<file path="config.mk">
export PLATFORM = sky130hd
export DESIGN_NAME = command_parser_multi_flat
export DESIGN_NICKNAME = d
export VERILOG_FILES = /design/src/rtl/command_parser_multi_if.sv /design/src/rtl/command_parser_multi.sv /design/src/flat_wrapper.sv
export SDC_FILE = /design/constraint.sdc
export NUM_CORES = 1
export LEC_CHECK = 0
export ABC_CLOCK_PERIOD_IN_PS = 6000
export CORE_MARGIN = 2
export CORE_UTILIZATION = 40
export DETAILED_ROUTE_END_ITERATION = 12
export PLACE_DENSITY = 0.71
export SYNTH_ARGS = -nofsm -noshare
export SYNTH_HDL_FRONTEND = slang
export SYNTH_SLANG_ARGS = --single-unit
export TNS_END_PERCENT = 30
</file>
<file path="constraint.sdc">
create_clock -name clk -period 6 [get_ports clk]
set_clock_uncertainty 0.2 [all_clocks]
set_input_delay 0.9 -clock clk [delete_from_list [all_inputs] [get_ports clk]]
set_output_delay 0.9 -clock clk [all_outputs]
set_load 0.005 [all_outputs]
</file>
<file path="src/rtl/command_parser_multi_if.sv">
// Byte-stream and command handshake between UART RX, the command parser and the main FSM.
// The master side drives bytes and acks; the slave side is the parser.
interface command_parser_multi_if #(
  parameter int unsigned SEL_W   = 1,
  parameter int unsigned N_WIDTH = 10
);
  logic [7:0]         rx_byte;
  logic               rx_valid;
  logic               cmd_ack;
  logic               cmd_ready;
  logic [SEL_W-1:0]   cmd_sel;
  logic [N_WIDTH-1:0] n_value;
  logic               err_valid;
  logic [2:0]         err_code;

  modport master (
    output rx_byte, rx_valid, cmd_ack,
    input  cmd_ready, cmd_sel, n_value, err_valid, err_code
  );

  modport slave (
    input  rx_byte, rx_valid, cmd_ack,
    output cmd_ready, cmd_sel, n_value, err_valid, err_code
  );
endinterface

</file>
<file path="src/rtl/command_parser_multi.sv">
// Parses "<letter>,<digits><LF|CR>" commands from a UART byte stream, holds the result until
// acknowledged and reports malformed input as a coded one-cycle error pulse.
module command_parser_multi #(
  parameter int unsigned           NUM_CMDS    = 2,
  parameter logic [NUM_CMDS*8-1:0] CMD_CHARS   = {"M", "P"},
  parameter int unsigned           MAX_DIGITS  = 3,
  parameter int unsigned           N_WIDTH     = 10,
  parameter int unsigned           N_MAX       = 500,
  parameter int unsigned           TIMEOUT_CYC = 0,
  localparam int unsigned          SEL_W       = (NUM_CMDS > 1) ? $clog2(NUM_CMDS) : 1
) (
  input logic                   clk,
  input logic                   reset,
  command_parser_multi_if.slave bus
);
  localparam int unsigned AccW = $clog2(10 ** MAX_DIGITS);
  localparam int unsigned CntW = $clog2(MAX_DIGITS + 1);
  localparam int unsigned TimW = (TIMEOUT_CYC > 0) ? $clog2(TIMEOUT_CYC + 1) : 1;

  localparam logic [2:0] ErrBadSep   = 3'd1;
  localparam logic [2:0] ErrBadChar  = 3'd2;
  localparam logic [2:0] ErrOverlong = 3'd3;
  localparam logic [2:0] ErrEmpty    = 3'd4;
  localparam logic [2:0] ErrRange    = 3'd5;
  localparam logic [2:0] ErrTimeout  = 3'd6;
  localparam logic [2:0] ErrOverrun  = 3'd7;

  typedef enum logic [1:0] {StIdle, StComma, StDigits, StDone} state_e;

  state_e             state_q, state_d;
  logic [SEL_W-1:0]   sel_q, sel_d;
  logic [AccW-1:0]    acc_q, acc_d;
  logic [CntW-1:0]    cnt_q, cnt_d;
  logic [TimW-1:0]    timer_q, timer_d;
  logic [SEL_W-1:0]   cmd_sel_q, cmd_sel_d;
  logic [N_WIDTH-1:0] n_value_q, n_value_d;
  logic               err_valid_q, err_valid_d;
  logic [2:0]         err_code_q, err_code_d;

  logic             match_hit;
  logic [SEL_W-1:0] match_idx;
  logic             is_digit, is_term;
  logic [31:0]      acc_next;

  // Scan from the top so the lowest matching index wins on duplicate letters.
  always_comb begin
    match_hit = 1'b0;
    match_idx = '0;
    for (int i = NUM_CMDS - 1; i >= 0; i--) begin
      if (bus.rx_byte == CMD_CHARS[8*i +: 8]) begin
        match_hit = 1'b1;
        match_idx = SEL_W'(i);
      end
    end
  end

  assign is_digit = (bus.rx_byte >= 8'h30) && (bus.rx_byte <= 8'h39);
  assign is_term  = (bus.rx_byte == 8'h0a) || (bus.rx_byte == 8'h0d);
  assign acc_next = 32'(acc_q) * 32'd10 + 32'(bus.rx_byte[3:0]);

  always_comb begin
    state_d     = state_q;
    sel_d       = sel_q;
    acc_d       = acc_q;
    cnt_d       = cnt_q;
    timer_d     = '0;
    cmd_sel_d   = cmd_sel_q;
    n_value_d   = n_value_q;
    err_valid_d = 1'b0;
    err_code_d  = err_code_q;

    unique case (state_q)
      StIdle: begin
        if (bus.rx_valid && match_hit) begin
          sel_d   = match_idx;
          acc_d   = '0;
          cnt_d   = '0;
          state_d = StComma;
        end
      end

      StComma, StDigits: begin
        if (!bus.rx_valid) begin
          if (TIMEOUT_CYC != 0) begin
            if (timer_q == TimW'(TIMEOUT_CYC - 1)) begin
              err_valid_d = 1'b1;
              err_code_d  = ErrTimeout;
              state_d     = StIdle;
            end else begin
              timer_d = timer_q + TimW'(1);
            end
          end
        end else if (state_q == StComma) begin
          if (bus.rx_byte == 8'h2c) begin
            state_d = StDigits;
          end else begin
            err_valid_d = 1'b1;
            err_code_d  = ErrBadSep;
            state_d     = StIdle;
          end
        end else if (is_digit) begin
          if (cnt_q == CntW'(MAX_DIGITS)) begin
            err_valid_d = 1'b1;
            err_code_d  = ErrOverlong;
            state_d     = StIdle;
          end else begin
            acc_d = AccW'(acc_next);
            cnt_d = cnt_q + CntW'(1);
          end
        end else if (is_term) begin
          if (cnt_q == '0) begin
            err_valid_d = 1'b1;
            err_code_d  = ErrEmpty;
            state_d     = StIdle;
          end else if (32'(acc_q) > N_MAX) begin
            err_valid_d = 1'b1;
            err_code_d  = ErrRange;
            state_d     = StIdle;
          end else begin
            n_value_d = N_WIDTH'(acc_q);
            cmd_sel_d = sel_q;
            state_d   = StDone;
          end
        end else begin
          err_valid_d = 1'b1;
          err_code_d  = ErrBadChar;
          state_d     = StIdle;
        end
      end

      StDone: begin
        // A byte here is dropped even when the ack lands in the same cycle.
        if (bus.rx_valid) begin
          err_valid_d = 1'b1;
          err_code_d  = ErrOverrun;
        end
        if (bus.cmd_ack) begin
          state_d = StIdle;
        end
      end

      default: state_d = StIdle;
    endcase
  end

  always_ff @(posedge clk or posedge reset) begin
    if (reset) begin
      state_q     <= StIdle;
      sel_q       <= '0;
      acc_q       <= '0;
      cnt_q       <= '0;
      timer_q     <= '0;
      cmd_sel_q   <= '0;
      n_value_q   <= '0;
      err_valid_q <= 1'b0;
      err_code_q  <= '0;
    end else begin
      state_q     <= state_d;
      sel_q       <= sel_d;
      acc_q       <= acc_d;
      cnt_q       <= cnt_d;
      timer_q     <= timer_d;
      cmd_sel_q   <= cmd_sel_d;
      n_value_q   <= n_value_d;
      err_valid_q <= err_valid_d;
      err_code_q  <= err_code_d;
    end
  end

  assign bus.cmd_ready = (state_q == StDone);
  assign bus.cmd_sel   = cmd_sel_q;
  assign bus.n_value   = n_value_q;
  assign bus.err_valid = err_valid_q;
  assign bus.err_code  = err_code_q;

endmodule

</file>
<file path="src/flat_wrapper.sv">
// flat-port wrapper written by rule: the top's interface ports become plain ports
module command_parser_multi_flat 
#(
  parameter int unsigned           NUM_CMDS    = 2,
  parameter logic [NUM_CMDS*8-1:0] CMD_CHARS   = {" ", " "},
  parameter int unsigned           MAX_DIGITS  = 3,
  parameter int unsigned           N_WIDTH     = 10,
  parameter int unsigned           N_MAX       = 500,
  parameter int unsigned           TIMEOUT_CYC = 0,
  localparam int unsigned          SEL_W       = (NUM_CMDS > 1) ? $clog2(NUM_CMDS) : 1
)
  (clk, reset, bus_rx_byte, bus_rx_valid, bus_cmd_ack, bus_cmd_ready, bus_cmd_sel, bus_n_value, bus_err_valid, bus_err_code);
  command_parser_multi_if #(.SEL_W(1), .N_WIDTH(N_WIDTH)) bus_i ();
  input logic clk;
  input logic reset;
  input wire logic [$bits(bus_i.rx_byte)-1:0] bus_rx_byte;
  input wire logic [$bits(bus_i.rx_valid)-1:0] bus_rx_valid;
  input wire logic [$bits(bus_i.cmd_ack)-1:0] bus_cmd_ack;
  output wire logic [$bits(bus_i.cmd_ready)-1:0] bus_cmd_ready;
  output wire logic [$bits(bus_i.cmd_sel)-1:0] bus_cmd_sel;
  output wire logic [$bits(bus_i.n_value)-1:0] bus_n_value;
  output wire logic [$bits(bus_i.err_valid)-1:0] bus_err_valid;
  output wire logic [$bits(bus_i.err_code)-1:0] bus_err_code;
  assign bus_i.rx_byte = bus_rx_byte;
  assign bus_i.rx_valid = bus_rx_valid;
  assign bus_i.cmd_ack = bus_cmd_ack;
  assign bus_cmd_ready = bus_i.cmd_ready;
  assign bus_cmd_sel = bus_i.cmd_sel;
  assign bus_n_value = bus_i.n_value;
  assign bus_err_valid = bus_i.err_valid;
  assign bus_err_code = bus_i.err_code;
  command_parser_multi #(.NUM_CMDS(NUM_CMDS), .CMD_CHARS(CMD_CHARS), .MAX_DIGITS(MAX_DIGITS), .N_WIDTH(N_WIDTH), .N_MAX(N_MAX), .TIMEOUT_CYC(TIMEOUT_CYC)) u_core (.clk(clk), .reset(reset), .bus(bus_i));
endmodule
</file>
==> summary.txt <==
Status
  • Outcome: completed

Drt
  • Vias per cell: 5.403
  • ANT nets after route: 0
  • 1st-pass router iterations: 4
  • Via count: 1394
  • Total wire length: 3.750 mm
  • Initial DRC Count: 109
  • DRC: 0
  • WL/cell: 14.53 um

Yosys
  • Top_reg_cell synth: dfrtp_1
  • XOR/XNOR share of the synthesized area: 0.05270
  • Post-Synth Simple-Gate Area: 0.1327
  • Post-synth top cells: dfrtp_1, ha_1, inv_1, mux2_2, nor2_1
  • Main combinational cell family by area after synthesis: adder cells
  • Post-synthesis area per instance: 10.80 um2
  • Post-synthesis compound-gate area fraction: 0.1418
  • Yosys reg bits: 28
  • Register area share after synthesis: 0.3643
  • Cell area after synthesis: 0.001923 mm2
  • Top cells by area, synth: dfrtp_1, ha_1, mux2_2
  • Area share of the largest cell type after synthesis: 0.3643
  • Cell taking the most area after synthesis: dfrtp_1
  • Ys Warns: 0
  • Syn nets: 212
  • Synth Instances: 178
  • EDFF count, synth: 0
  • Mux cell area share after synthesis: 0.1191
  • Adder-Cell Fraction of Synth Area: 0.1509
  • Asr flop ratio synth: 1.000
  • Most common cell in the synthesized netlist: dfrtp_1
  • Synth unique cells: 52

Die
  • Chip width: 73.34 um
  • Starting Density: 0.4099
  • I/O pin count: 28
  • Rows: 25
  • Core Area: 0.004692 mm2
  • Die area: 0.005378 mm2
  • Die H: 73.34 um

Setup path
  • Critical Path AT: 3040 ps
  • RR Startpoint: u_core.acc_q[1]
  • R2r endpoint: u_core.acc_q[9]
  • Critical Path Fanout Max: 6
  • Startpoint types: flop
  • Flop2flop setup slack: 2930 ps
  • Path depth of the worst reg2reg path: 8
  • Worst EP required: 5980 ps
  • Crit Path Class: reg -> reg
  • CP endpoint kind: flop

STA
  • Fmax: 0.3261 GHz
  • Unrepaired setup endpoints after global routing: no
  • Tcrit/Tclk final: 0.5111
  • Slew headroom: 0.2947
  • Final setup fails: 0
  • Post-layout min period: 3066 ps
  • Fin. Hold Viols: 0
  • Worst-Margin Slew: 1057 ps
  • Setup TNS Final: 0 ps
  • Final slew viol count: 0

Min path
  • Hold Crit Class: reg -> reg
  • Hold Startpoint: u_core.bus.n_value[9]
  • Hold Path Sink: u_core.bus.n_value[9]
  • Hold path depth: 1

Clock network
  • CTS tree: done
  • Clk root buf: clkbuf_8
  • Setup bufs post-CTS: 0
  • Post-CTS Hold Buffers: 0
  • CTS sink cnt: 28
  • Clock buffer depth: 2
  • Resized Gates After CTS: 0
  • H-Tree Depth: 1
  • Worst skew pair latency: 280 ps
  • TritonCTS Buffers: 3
  • Clock Pin Slew Worst Setup and Hold Paths: 100 ps

GRT
  • First-pass GRT wire length: 6.506 mm
  • Largest net degree at the start of global routing: 29
  • Initial antenna violation count: 0
  • Vias in the first global route: 1357
  • GRT Overall Usage: 0.1562
  • Grt total ovfl: 0

Place
  • Hpwl dp: 2.977 mm
  • Port Buffer Count: 26
  • RePlAce Congestion: 0.8599

Final layout
  • Area grow syn2layout: 19.65%
  • Layout cells sized above 1: 0.1127
  • Nets@finish: 239
  • Core Util, Final: 0.4904
  • Antenna cells: 0

Flow run
  • Number of max-cap violations: 0

Power and ir drop
  • VDD IR max: 0.1555 mV
  • Pwr dens: 405.4 mW/mm2
  • Leakage: 1.082 nW
-- how the worst max path moves through the flow --
| stage | endpoint | slack [ps] | cells past startpoint | from |
|---|---|---|---|---|
| floorplan | u_core.acc_q[9] | 3180 | 8 | u_core.acc_q[1] |
| global placement | u_core.acc_q[9] | 2720 | 8 | bus_rx_byte[1] |
| detailed placement | u_core.acc_q[9] | 2650 | 8 | bus_rx_byte[1] |
| CTS | u_core.acc_q[9] | 2900 | 8 | u_core.acc_q[1] |
| global route | u_core.acc_q[9] | 2770 | 8 | u_core.acc_q[1] |
| finish | u_core.acc_q[9] | 2930 | 8 | u_core.acc_q[1] |
-- layout make-up --
cell class,instances,area (um2)
Clock inverter,1,30.03
Timing Repair Buffer,26,260.3
Fill cell,436,2391
Clock buffer,3,41.29
Inverter,13,48.80
Multi-Input combinational cell,133,1152
Sequential cell,28,700.7
Tap cell,54,67.56
-- layout by cell type (no fill, tap or decap), drive strengths merged, types with 5 or more instances in the layout --
cell type / count
nor2: 11
o21ai: 9
xnor2: 7
ha: 20
mux2: 15
mux2i: 6
nor3: 5
inv: 13
nand2: 9
dfrtp: 28
a22o: 6
clkdlybuf4s50: 26
-- stage by stage --
stage / hold slack (ps) / area (um2) / cells / power, mW / setup slack [ps]
finish: 294.1 / 2301 / 258 / 0.9329 / 2934
global route: 319.9 / 2301 / 258 / 1.016 / 2765
global placement: 268.8 / 2230 / 254 / 0.7818 / 2718
detailed placement: 274.4 / 2230 / 254 / 0.7880 / 2653
floorplan: 272.9 / 1923 / 178 / 0.6596 / 3183
CTS: 298.6 / 2301 / 258 / 0.9409 / 2904
-- report_power, final --
| part | internal, mW | switching (mW) |
|---|---|---|
| sequential | 0.232 | 0.0523 |
| clock | 0.0894 | 0.0631 |
| combinational | 0.239 | 0.257 |
-- sequential cells by signal (all words and copies together), names as in the netlist --
name,count
u_core.acc_q,10
u_core.bus.err_valid,1
u_core.state_q,2
u_core.bus.n_value,10
u_core.cnt_q,2
u_core.bus.err_code,3
-- kinds of logic after synthesis --
| family | Yosys count |
|---|---|
| AND/OR/NAND/NOR | 43 |
| buffers and inverters | 17 |
| flip-flops | 28 |
| other | 1 |
| AO/OA/AOI/OAI | 36 |
| multiplexers | 21 |
| XOR/XNOR | 10 |
| adder cells (fa/ha/maj) | 22 |
-- critical path, stage by stage (launching register included) --
cell	delay (ps)
dfrtp_1	490
ha_1	340
ha_1	230
fa_1	420
a211oi_1	370
o22ai_1	140
nor4b_1	310
xnor3_1	260
a22o_1	200
-- routing by layer --
| metal | track usage | routed length [um] |
|---|---|---|
| met1 | 0.2216 | 1800 |
| met2 | 0.2543 | 1733 |
| met3 | 0.01646 | 180 |
| met4 | 0.04242 | 36 |
| met5 | 0 | 0 |
Power figures use the tool's default switching activity.
